## config.mk

```make
export PLATFORM = sky130hd
export DESIGN_NAME = ras_ctrl
export DESIGN_NICKNAME = d
export VERILOG_FILES = /design/src/rtl/ras_ctrl.sv
export SDC_FILE = /design/constraint.sdc
export NUM_CORES = 1
export LEC_CHECK = 0
export BUFFER_PORTS_ARGS = -buffer_cell sky130_fd_sc_hd__buf_4
export CORE_MARGIN = 2
export CORE_UTILIZATION = 55
export CTS_CLUSTER_DIAMETER = 60
export DETAILED_ROUTE_END_ITERATION = 12
export PLACE_DENSITY = 0.75
export SLEW_MARGIN = 20
export SYNTH_ARGS = -nofsm -noshare
export SYNTH_HDL_FRONTEND = slang
export SYNTH_SLANG_ARGS = --single-unit
```

## constraint.sdc

```tcl
create_clock -name clk -period 3.5 [get_ports clk]
set_input_delay 0.525 -clock clk [delete_from_list [all_inputs] [get_ports clk]]
set_output_delay 0.525 -clock clk [all_outputs]
set_load 0.02 [all_outputs]
```

## src/rtl/ras_ctrl.sv

```systemverilog
// ras_ctrl: return address stack sequencer.
// Turns call/ret hints from fetch predecode into RAS push/pop strobes and predicts
// return targets. It also keeps one snapshot of stack pointer and top entry per
// in-flight branch tag, and drives RAS recovery when the CDB reports a mispredict.
// A RAS entry is {valid, addr[31:0]}.
module ras_ctrl #(
   parameter  int RAS_DEPTH = 32,
   parameter  int NUM_BR    = 8,
   localparam int PTR_W     = $clog2(RAS_DEPTH),
   localparam int TAG_W     = $clog2(NUM_BR)
) (
   input  logic             clk,
   input  logic             rst,
   input  logic             fe_valid,
   input  logic             fe_is_call,
   input  logic             fe_is_ret,
   input  logic [31:0]      fe_ret_addr,
   output logic             fe_stall,
   output logic             pred_valid,
   output logic [31:0]      pred_target,
   output logic             ras_push,
   output logic             ras_pop,
   output logic [32:0]      ras_din,
   input  logic [32:0]      ras_dout,
   input  logic [PTR_W-1:0] ras_sp,
   input  logic             br_alloc,
   input  logic [TAG_W-1:0] br_tag,
   input  logic             cdb_broadcast,
   input  logic             cdb_br_mispred,
   input  logic [TAG_W-1:0] cdb_br_tag,
   output logic [32:0]      br_ras_top,
   output logic [PTR_W-1:0] br_stack_ptr_val
);

   typedef enum logic [1:0] {
      IDLE = 2'd0,
      CORO = 2'd1,
      RPOP = 2'd2
   } state_t;

   state_t state;
   state_t state_nxt;

   logic [PTR_W-1:0] snap_sp  [NUM_BR];
   logic [32:0]      snap_top [NUM_BR];
   logic             snap_ret [NUM_BR];

   logic mispred;
   logic dout_valid;
   logic snap_we;

   assign mispred    = cdb_broadcast & cdb_br_mispred;
   assign dout_valid = ras_dout[32];
   assign snap_we    = br_alloc & fe_valid & (state == IDLE) & ~mispred;

   // Next-state selection; a mispredict overrides any pending coroutine push or replay pop.
   always_comb begin
      state_nxt = IDLE;
      if (mispred) begin
         state_nxt = snap_ret[cdb_br_tag] ? RPOP : IDLE;
      end else if (state == IDLE && fe_valid && fe_is_call && fe_is_ret) begin
         state_nxt = CORO;
      end
   end

   // State register.
   always_ff @(posedge clk) begin
      if (rst) begin
         state <= IDLE;
      end else begin
         state <= state_nxt;
      end
   end

   // Per-tag snapshot of sp/top taken when a branch is allocated.
   // A call records the post-push view so recovery lands as if the call had retired.
   always_ff @(posedge clk) begin
      if (rst) begin
         for (int unsigned i = 0; i < NUM_BR; i++) begin
            snap_sp[i]  <= '0;
            snap_top[i] <= '0;
            snap_ret[i] <= 1'b0;
         end
      end else if (snap_we) begin
         if (fe_is_call) begin
            snap_sp[br_tag]  <= ras_sp + PTR_W'(1);
            snap_top[br_tag] <= {1'b1, fe_ret_addr};
            snap_ret[br_tag] <= 1'b0;
         end else if (fe_is_ret) begin
            snap_sp[br_tag]  <= ras_sp;
            snap_top[br_tag] <= ras_dout;
            snap_ret[br_tag] <= dout_valid;
         end else begin
            snap_sp[br_tag]  <= ras_sp;
            snap_top[br_tag] <= ras_dout;
            snap_ret[br_tag] <= 1'b0;
         end
      end
   end

   // Push/pop/stall decode; all strobes forced low while in reset.
   always_comb begin
      ras_push = 1'b0;
      ras_pop  = 1'b0;
      fe_stall = 1'b0;
      if (!rst) begin
         if (mispred) begin
            fe_stall = 1'b1;
         end else begin
            unique case (state)
               IDLE: begin
                  if (fe_valid) begin
                     if (fe_is_call && fe_is_ret) begin
                        ras_pop  = dout_valid;
                        fe_stall = 1'b1;
                     end else if (fe_is_call) begin
                        ras_push = 1'b1;
                     end else if (fe_is_ret) begin
                        ras_pop = dout_valid;
                     end
                  end
               end
               CORO: begin
                  ras_push = 1'b1;
               end
               RPOP: begin
                  ras_pop  = 1'b1;
                  fe_stall = 1'b1;
               end
               default: begin
                  ras_push = 1'b0;
               end
            endcase
         end
      end
   end

   // Prediction, push data and snapshot readout; zero during reset.
   always_comb begin
      pred_valid       = 1'b0;
      pred_target      = '0;
      ras_din          = '0;
      br_ras_top       = '0;
      br_stack_ptr_val = '0;
      if (!rst) begin
         pred_valid       = fe_valid & fe_is_ret & dout_valid & (state == IDLE);
         pred_target      = ras_dout[31:0];
         ras_din          = {1'b1, fe_ret_addr};
         br_ras_top       = snap_top[cdb_br_tag];
         br_stack_ptr_val = snap_sp[cdb_br_tag];
      end
   end

endmodule
```

==> impl_metrics.py, run 1 <==
metrics = {
    "routing": {
        "wire_per_inst_um": 22.79,
        "wirelength_um": 35370,
        "drc_errors": 0,
        "drtIter0Drc": 743,
        "firstDrtPassIters": 5,
        "vias_per_cell": 5.924,
        "antenna_left": 0,
        "vias": 9194,
    },
    "global_routing": {
        "use_met1_pct": 34.89,
        "grtUsageMet2_pct": 43.55,
        "grt_pass1_vias": 9546,
        "grt_first_pass_wirelength_um": 54930,
        "grt_max_degree": 84,
        "antenna_found_initial": 2,
        "use_met3_pct": 4.349,
        "busiest_layer": "met2",
        "gr-total-overflow": 0,
        "grt.total_usage_pct": 25.70,
    },
    "layout": {
        "seq_area_mm2": 0.009409,
        "multiInputGateArea_mm2": 0.004908,
        "stdcell_count": 1552,
        "area_delta_synth_final_pct": 20.14,
        "fin_nets": 1280,
        "final_cell_area_mm2": 0.01755,
        "final_util_pct": 67.34,
        "drive_gt1_share_pct": 32.46,
        "fillCellCount": 1794,
        "diodes": 0,
    },
    "critical_path": {
        "critPathRequiredTime_ns": 2.97,
        "critical_path_class": "input port to output port",
        "crit_path_end_kind": "output port",
        "crit_family": "buffers and inverters",
        "cpPeakStageDelay_ns": 0.46,
        "startpoint_type": "input port",
        "path_max_fanout": 35,
        "path_buf_inv": 3,
        "cpMaxStageDelayCell": "buf_4",
        "timing.critical_path.mode_cell": "buf_4",
        "cp_cell_sequence": "buf_4 -> buf_12 -> mux4_2 -> mux2i_1 -> nor2_1 -> buf_4",
        "crit_arrival_ns": 2.12,
    },
    "place": {
        "dpl.hpwl_um": 20730,
        "port_buffers": 190,
        "dpl.cell_count": 1497,
        "dpl_cell_area_mm2": 0.01662,
        "gp_congestion": 0.7224,
        "place_ws_ns": 0.7584,
    },
    "timing": {
        "layout_setup_ws_ns": 0.8544,
        "fin_crit_sh_pct": 75.59,
        "finalHoldViolCount": 0,
        "fmax_mhz": 378.0,
        "setup_tns_ns": 0,
        "post-route-min-period_ns": 2.646,
        "max_slew_margin_pct": 41.62,
        "rsz0062_at_grt": "false",
        "worstMarginPinSlew_ns": 0.8758,
        "clock_skew_ns": 0.01315,
        "setup_violations": 0,
        "drv_slew": 0,
        "holdWs_ns": 0.2368,
    },
    "cts": {
        "clkTransAtPathRegs_ns": 0.06,
        "clk_latency_ns": 0.55,
        "cts_buffer_depth": 3,
        "cts_root_buffer": "clkbuf_16",
        "post-cts-setup-buffers": 0,
        "htreeDepth": 1,
        "cts_hold_buf": 0,
        "numCtsBuffers": 31,
        "cts_tree": "done",
        "cts.sinks": 314,
        "cts.repair.resized": 0,
    },
    "yosys": {
        "synth-seq-cells": 314,
        "ys_seq_area_share_pct": 64.42,
        "synthAdderAreaFrac_pct": 0.08566,
        "synth.distinct_cells": 34,
        "syn_nets": 1092,
        "synth_area_per_cell_um2": 14.50,
        "synth_top_family_by_area": "multiplexers",
        "synth_area_mm2": 0.01461,
        "synth_mux_area_share_pct": 19.36,
        "yosysWarnings": 0,
        "synth-xor-area-share_pct": 0.2484,
        "syn_inst": 1007,
        "synth_compound_area_share_pct": 0.8823,
        "synth-simple-area-share_pct": 12.69,
    },
    "floorplan": {
        "die_w_um": 167.0,
        "die_y_um": 167.0,
        "ioPinCount": 191,
        "die_area_mm2": 0.02788,
        "coreArea_mm2": 0.02606,
        "num_rows": 59,
        "initial_core_util_pct": 56.05,
    },
    "power": {
        "pwr_density_cell_mw_per_mm2": 469.4,
        "ir_drop_mv": 0.3498,
        "power.total_mw": 8.238,
        "leakagePower_nw": 6.766,
    },
    "run": {
        "max-cap-violations": 0,
    },
    "min_path": {
        "hold_class": "input port to flip-flop",
    },
    "outcome": {
        "status": "completed",
    },
}
[kinds of logic after synthesis]
group           after synthesis
compound gates               24
xor+xnor                      2
fa+ha+maj                     1
flops                       314
buf+inv                      78
simple gates                438
mux                         150
[where the power goes]
part / switching [mW] / internal (mW)
Sequential: 0.0296 / 4.24
Combinational: 0.513 / 0.387
Clock: 1.31 / 1.76
[layout by cell type (no fill, tap or decap), types with 2 or more instances in the layout]
cell type / n
a21oi_1: 16
a31oi_1: 3
buf_12: 12
buf_4: 217
bufinv_16: 2
clkbuf_1: 9
clkbuf_16: 31
clkinv_1: 7
clkinv_2: 7
dfxtp_1: 2
edfxtp_1: 312
inv_1: 3
mux2i_1: 44
mux2i_4: 28
mux4_2: 78
nand2_1: 3
nand2_2: 14
nand3_1: 3
nand3_2: 2
nor2_1: 335
nor2b_1: 66
nor3_1: 5
nor4_1: 2
o21ai_1: 2
or3_1: 2
[routing by layer]
layer,vias to the layer above,wire length [um],part of all wire [%]
met4,4,841,2.4
met2,471,17790,50
met1,4598,13470,38
met3,77,3240,9.2
met5,-,27,0.076
li1,4044,-,-
[sequential cells by signal, indices dropped and copies added (netlist names)]
signal	flops
snap_top	264
snap_sp	40
snap_ret	8
state	2
[area by class of cell]
class	count	share of cell area, %
Clock inverter	15	0.6702
Multi-Input combinational cell	615	27.97
Sequential cell	314	53.62
Inverter	4	0.08556
Tap cell	335	2.389
Timing Repair Buffer	229	10.65
Clock buffer	40	4.613
[synthesized netlist by cell type]
master,instances,area share [%]
clkbuf_2,1,0.034
mux2i_4,28,4.3
xnor2_4,1,0.19
nor3_2,1,0.069
mux4_2,78,12
o31ai_1,1,0.051
or3_1,3,0.13
and2_1,1,0.043
dfxtp_1,2,0.27
ha_1,1,0.086
nor3_1,5,0.17
nor2_1,335,8.6
mux2i_1,44,3.0
buf_4,1,0.051
o21ai_1,2,0.069
nand2b_1,1,0.043
inv_1,3,0.077
clkinv_1,1,0.026
edfxtp_1,312,64
nand2_1,17,0.44
nor2_2,1,0.043
a21o_1,1,0.051
nor4_1,2,0.086
a21oi_1,16,0.55
or3b_1,1,0.060
o21ai_0,1,0.034
buf_8,3,0.31
a31oi_1,3,0.13
clkbuf_1,58,1.5
buf_1,5,0.13
xor2_1,1,0.060
nand3_1,5,0.17
nor2b_1,66,2.8
buf_2,6,0.21
[final timing paths]
kind                               startpoint              end  slack, ns  cells past startpoint
worst max-delay path            cdb_br_tag[1]   br_ras_top[32]       0.85                      6
worst min-delay path               fe_is_call         state[0]       0.24                      3
worst max register to register       state[1]  snap_top[3][26]       1.03                      5
worst min register to register       state[0]         state[0]       0.76                      2
[worst min-delay path: cells and delay by family]
kind          cells  cell delay [ns]
buf+inv           1             0.12
simple gates      2             0.09
Power figures use the tool's default switching activity.
==> run 2: changes to the inputs <==
CORE_UTILIZATION = 52   (was 55)
PLACE_DENSITY = 0.74   (was 0.75)
clock period = 2.4 ns   (was 3.5 ns; I/O delays follow)
==> impl_metrics.py, run 2 (same netlist as run 1, synthesis figures left out) <==
metrics = {
    "outcome": {
        "status": "completed",
    },
    "critical_path": {
        "crit_family": "multiplexers",
        "cpMaxStageDelayCell": "mux4_2",
        "rrSetupSlack_ns": 0.22,
        "reg2reg_depth": 5,
        "startpoint_type": "flip-flop",
        "path_depth": 4,
        "cpPeakStageDelay_ns": 0.48,
        "path_max_fanout": 1,
        "crit_arrival_ns": 1.96,
        "path_buf_inv": 1,
        "critPathRequiredTime_ns": 2.04,
        "critical_path_class": "flip-flop to output port",
        "cp_cell_sequence": "mux4_2 -> mux2i_1 -> nor2_1 -> buf_4",
        "crit_path_end_kind": "output port",
    },
    "timing": {
        "rsz0062_at_grt": "false",
        "post-route-min-period_ns": 2.316,
        "max_slew_margin_pct": 55.40,
        "worstMarginPinSlew_ns": 0.6690,
        "setup_tns_ns": 0,
        "drv_slew": 0,
        "finalHoldViolCount": 0,
        "holdWs_ns": 0.04481,
        "clock_skew_ns": 0.01742,
        "fmax_mhz": 431.7,
        "fin_crit_sh_pct": 96.51,
        "setup_violations": 0,
    },
    "layout": {
        "top_register": "snap_top",
        "diodes": 0,
        "final_util_pct": 64.91,
        "largest_reg_flops": 264,
        "final_cell_mix": "nor2_1, edfxtp_1, buf_4",
        "fin_nets": 1304,
        "area_delta_synth_final_pct": 23.11,
        "final_common_cell": "nor2_1",
        "stdcell_count": 1619,
        "top_regs": "snap_top x264, snap_sp x40, snap_ret x8",
        "fillCellCount": 1977,
        "drive_gt1_share_pct": 34.00,
    },
    "cts": {
        "cts.sinks": 314,
        "cts_root_buffer": "clkbuf_16",
        "htreeDepth": 1,
        "numCtsBuffers": 30,
        "clkTransAtPathRegs_ns": 0.06,
        "clk_latency_ns": 0.56,
        "cts_buffer_depth": 3,
        "cts_hold_buf": 0,
        "cts_tree": "done",
        "post-cts-setup-buffers": 0,
        "cts.repair.resized": 0,
    },
    "place": {
        "gp_congestion": 0.7706,
        "port_buffers": 190,
        "dpl.hpwl_um": 22550,
        "dpl.cell_count": 1565,
    },
    "routing": {
        "firstDrtPassIters": 5,
        "antenna_left": 0,
        "vias": 9278,
        "drtIter0Drc": 895,
        "vias_per_cell": 5.731,
        "drc_errors": 0,
        "wirelength_um": 36400,
        "wire_per_inst_um": 22.48,
    },
    "power": {
        "ir_drop_mv": 0.3855,
        "leakagePower_nw": 6.946,
        "power.total_mw": 12.25,
        "pwr_density_cell_mw_per_mm2": 681.0,
    },
    "global_routing": {
        "use_met3_pct": 2.945,
        "grtUsageMet2_pct": 43.32,
        "grt_pass1_vias": 9336,
        "grt_first_pass_wirelength_um": 54300,
        "grt.total_usage_pct": 24.90,
        "grt_max_degree": 61,
        "use_met1_pct": 33.34,
        "busiest_layer": "met2",
        "gr-total-overflow": 0,
        "antenna_found_initial": 1,
    },
    "floorplan": {
        "ioPinCount": 191,
        "num_rows": 61,
        "die_area_mm2": 0.02945,
        "die_w_um": 171.6,
        "coreArea_mm2": 0.02771,
        "initial_core_util_pct": 52.72,
        "die_y_um": 171.6,
    },
    "min_path": {
        "holdPathStages": 3,
        "hold_class": "input port to flip-flop",
    },
    "run": {
        "max-cap-violations": 0,
    },
}
==> run 2: final timing paths <==
| path | startpoint | to |
|---|---|---|
| max | snap_top[6][30] | br_ras_top[30] |
| min | fe_is_call | state[0] |
| max reg2reg | state[1] | snap_top[2][21] |
| min reg2reg | snap_ret[0] | state[1] |
==> run 2: cell type report <==
cell class	instances	area [um2]	share of cell area, %
clock buffer	34	787.0	4.377
clock inverter	20	172.7	0.9602
timing repair buffer	254	2207	12.27
tap	378	473.0	2.630
sequential	314	9409	52.32
inverter	4	15.01	0.08350
multi-input combinational	615	4918	27.35
==> run 2: power breakdown <==
group          leakage [nW]  total [mW]  switching [mW]  internal, mW
Sequential             3.37        6.22          0.0460          6.18
Clock                 0.466        4.64            1.99          2.66
Combinational          3.11        1.38           0.770         0.613
Total                  6.95        12.2            2.80          9.45
==> run 2: stage by stage <==
step	setup WS (ns)	cell area, um2
2_1_floorplan	-0.09146	14640
3_3_place_gp	0.1611	17020
3_5_place_dp	0.1515	17020
4_1_cts	0.06510	17980
5_1_grt	0.03318	17980
6_report	0.08373	17980
==> run 2: worst register-to-register path: stages, from the launching register on <==
cell     delay [ns]
dfxtp_1        0.34
or3b_1         0.41
or3_4          0.41
buf_4          0.28
mux2i_4        0.37
nor2_1         0.09
==> run 2: metal layers <==
metal	routed length (um)	vias to the layer above
met5	0	-
met4	1003	0
met3	2988	86
met2	18870	458
met1	13540	4637
li1	-	4097
==> run 3: changes to the inputs <==
ABC_CLOCK_PERIOD_IN_PS = 2400   (was default)
CORE_UTILIZATION = 26   (was 52)
PLACE_DENSITY = default   (was 0.74)
PLACE_DENSITY_LB_ADDON = 0.12   (was default)
==> impl_metrics.py, run 3 (same netlist as run 1, synthesis figures left out) <==
metrics = {
    "min_path": {
        "holdPathEnd": "state[0]",
        "hold_start": "fe_is_call",
        "holdPathStages": 3,
        "hold_class": "input port to flip-flop",
    },
    "timing": {
        "setup_tns_ns": 0,
        "finalHoldViolCount": 0,
        "setup_violations": 0,
        "post-route-min-period_ns": 2.291,
        "rsz0062_at_grt": "false",
        "fmax_mhz": 436.5,
        "clock_skew_ns": 0.02662,
        "fin_crit_sh_pct": 95.45,
        "max_slew_margin_pct": 55.99,
        "drv_slew": 0,
        "worstMarginPinSlew_ns": 0.6557,
    },
    "routing": {
        "drtIter0Drc": 704,
        "wire_per_inst_um": 22.04,
        "firstDrtPassIters": 5,
        "drc_errors": 0,
        "vias_per_cell": 4.541,
        "vias": 9104,
        "antenna_left": 0,
        "wirelength_um": 44180,
    },
    "critical_path": {
        "critical_path_class": "flip-flop to output port",
        "rrSetupSlack_ns": 0.21,
        "path_max_fanout": 1,
        "r2r-end": "snap_top[7][12]",
        "crit_path_end_kind": "output port",
        "critPathRequiredTime_ns": 2.04,
        "r2r-start": "state[1]",
        "crit_arrival_ns": 1.93,
        "reg2reg_depth": 5,
        "startpoint_type": "flip-flop",
    },
    "power": {
        "leakagePower_nw": 7.057,
        "cell_internal_pwr_mw": 9.904,
        "seqPwrFrac_pct": 47.6,
        "pwr_density_cell_mw_per_mm2": 698.8,
        "p_sw_mw": 3.154,
        "ir_drop_mv": 0.3809,
        "clockPowerShare_pct": 41.3,
        "comb_power_share_pct": 11.0,
        "switching_share_pct": 24.15,
    },
    "floorplan": {
        "num_rows": 86,
        "die_area_mm2": 0.05809,
        "initial_core_util_pct": 26.41,
        "ioPinCount": 191,
        "die_w_um": 241.0,
        "coreArea_mm2": 0.05531,
        "die_y_um": 241.0,
    },
    "outcome": {
        "status": "completed",
    },
    "layout": {
        "final_cell_mix": "nor2_1, edfxtp_1, buf_4",
        "final_common_cell": "nor2_1",
        "largest_reg_flops": 264,
        "top_register": "snap_top",
        "drive_gt1_share_pct": 34.92,
        "fin_nets": 1318,
        "stdcell_count": 2005,
        "diodes": 0,
        "top_regs": "snap_top x264, snap_sp x40, snap_ret x8",
        "area_delta_synth_final_pct": 27.93,
    },
    "global_routing": {
        "grt.total_usage_pct": 15.55,
        "gr-total-overflow": 0,
        "antenna_found_initial": 3,
        "grt_pass1_vias": 9465,
        "grt_max_degree": 62,
        "grt_first_pass_wirelength_um": 65270,
    },
    "cts": {
        "cts_root_buffer": "clkbuf_16",
        "cts.sinks": 314,
        "clkTransAtPathRegs_ns": 0.06,
        "cts_tree": "done",
        "numCtsBuffers": 38,
        "htreeDepth": 2,
        "post-cts-setup-buffers": 0,
        "cts_buffer_depth": 3,
        "clk_latency_ns": 0.56,
    },
    "place": {
        "dpl.cell_count": 1941,
        "dpl.hpwl_um": 26660,
        "port_buffers": 190,
        "gp_congestion": 0.7204,
    },
    "run": {
        "max-cap-violations": 0,
    },
}
## run 3: through the flow
stage	total power, mW	setup slack, ns	hold WS [ns]	util [%]	instance area [um2]
after global placement	7.802	0.02194	0.6408	31.70	17530
after global routing	13.51	0.008724	0.09461	33.78	18690
final	13.06	0.1091	0.1041	33.78	18690
after detailed placement	7.803	0.0007274	0.6498	31.70	17530
after floorplan	7.081	-0.09146	0.4783	-	14640
after CTS	13.23	0.0005587	0.07785	33.74	18660
## run 3: layout make-up
cell class	instances	area [um2]
clock buffers	43	969.7
clock inverters	21	162.7
fillers	5509	36620
inverters	4	18.77
multi-input cells	615	4937
flip-flops and latches	314	9409
well taps	748	935.9
repair buffers	260	2252
## run 3: per-layer routing
metal,GRT usage [%],part of all wire (%),wire (um),vias up
met4,3.928,1.6,728,4
met5,0,0.050,22,-
met1,22.33,47,20680,4642
met2,24.55,46,20440,292
met3,2.436,5.2,2316,54
li1,-,-,-,4112
## run 3: repair_timing
action                                 in CTS  in global routing
endpoints found under the hold margin       0                  0
hold buffers                                0                  0
resized for setup                           0                  6
setup endpoints to repair                   0                  6
## run 3: power groups by stage
stage	logic, mW	clock network, mW	registers [mW]
floorplan	0.761	0	6.32
global placement	1.47	0	6.34
detailed placement	1.47	0	6.34
CTS	1.47	5.53	6.22
global route	1.55	5.72	6.24
finish	1.44	5.40	6.22
## run 3: worst max-delay path by stage
stage | cells after the start | from | end
3_5_place_dp | 5 | rst | snap_top[5][1]
6_report | 4 | snap_sp[3][1] | br_stack_ptr_val[1]
3_3_place_gp | 5 | rst | snap_top[5][1]
5_1_grt | 7 | cdb_br_tag[0] | br_stack_ptr_val[2]
4_1_cts | 4 | snap_sp[3][1] | br_stack_ptr_val[1]
2_1_floorplan | 6 | fe_valid | snap_ret[5]
## run 3: critical path: stages, from the launching register on
cell and delay, ns:
edfxtp_1 0.36, mux4_2 0.50, mux2i_2 0.25, nor2_1 0.07, buf_4 0.18
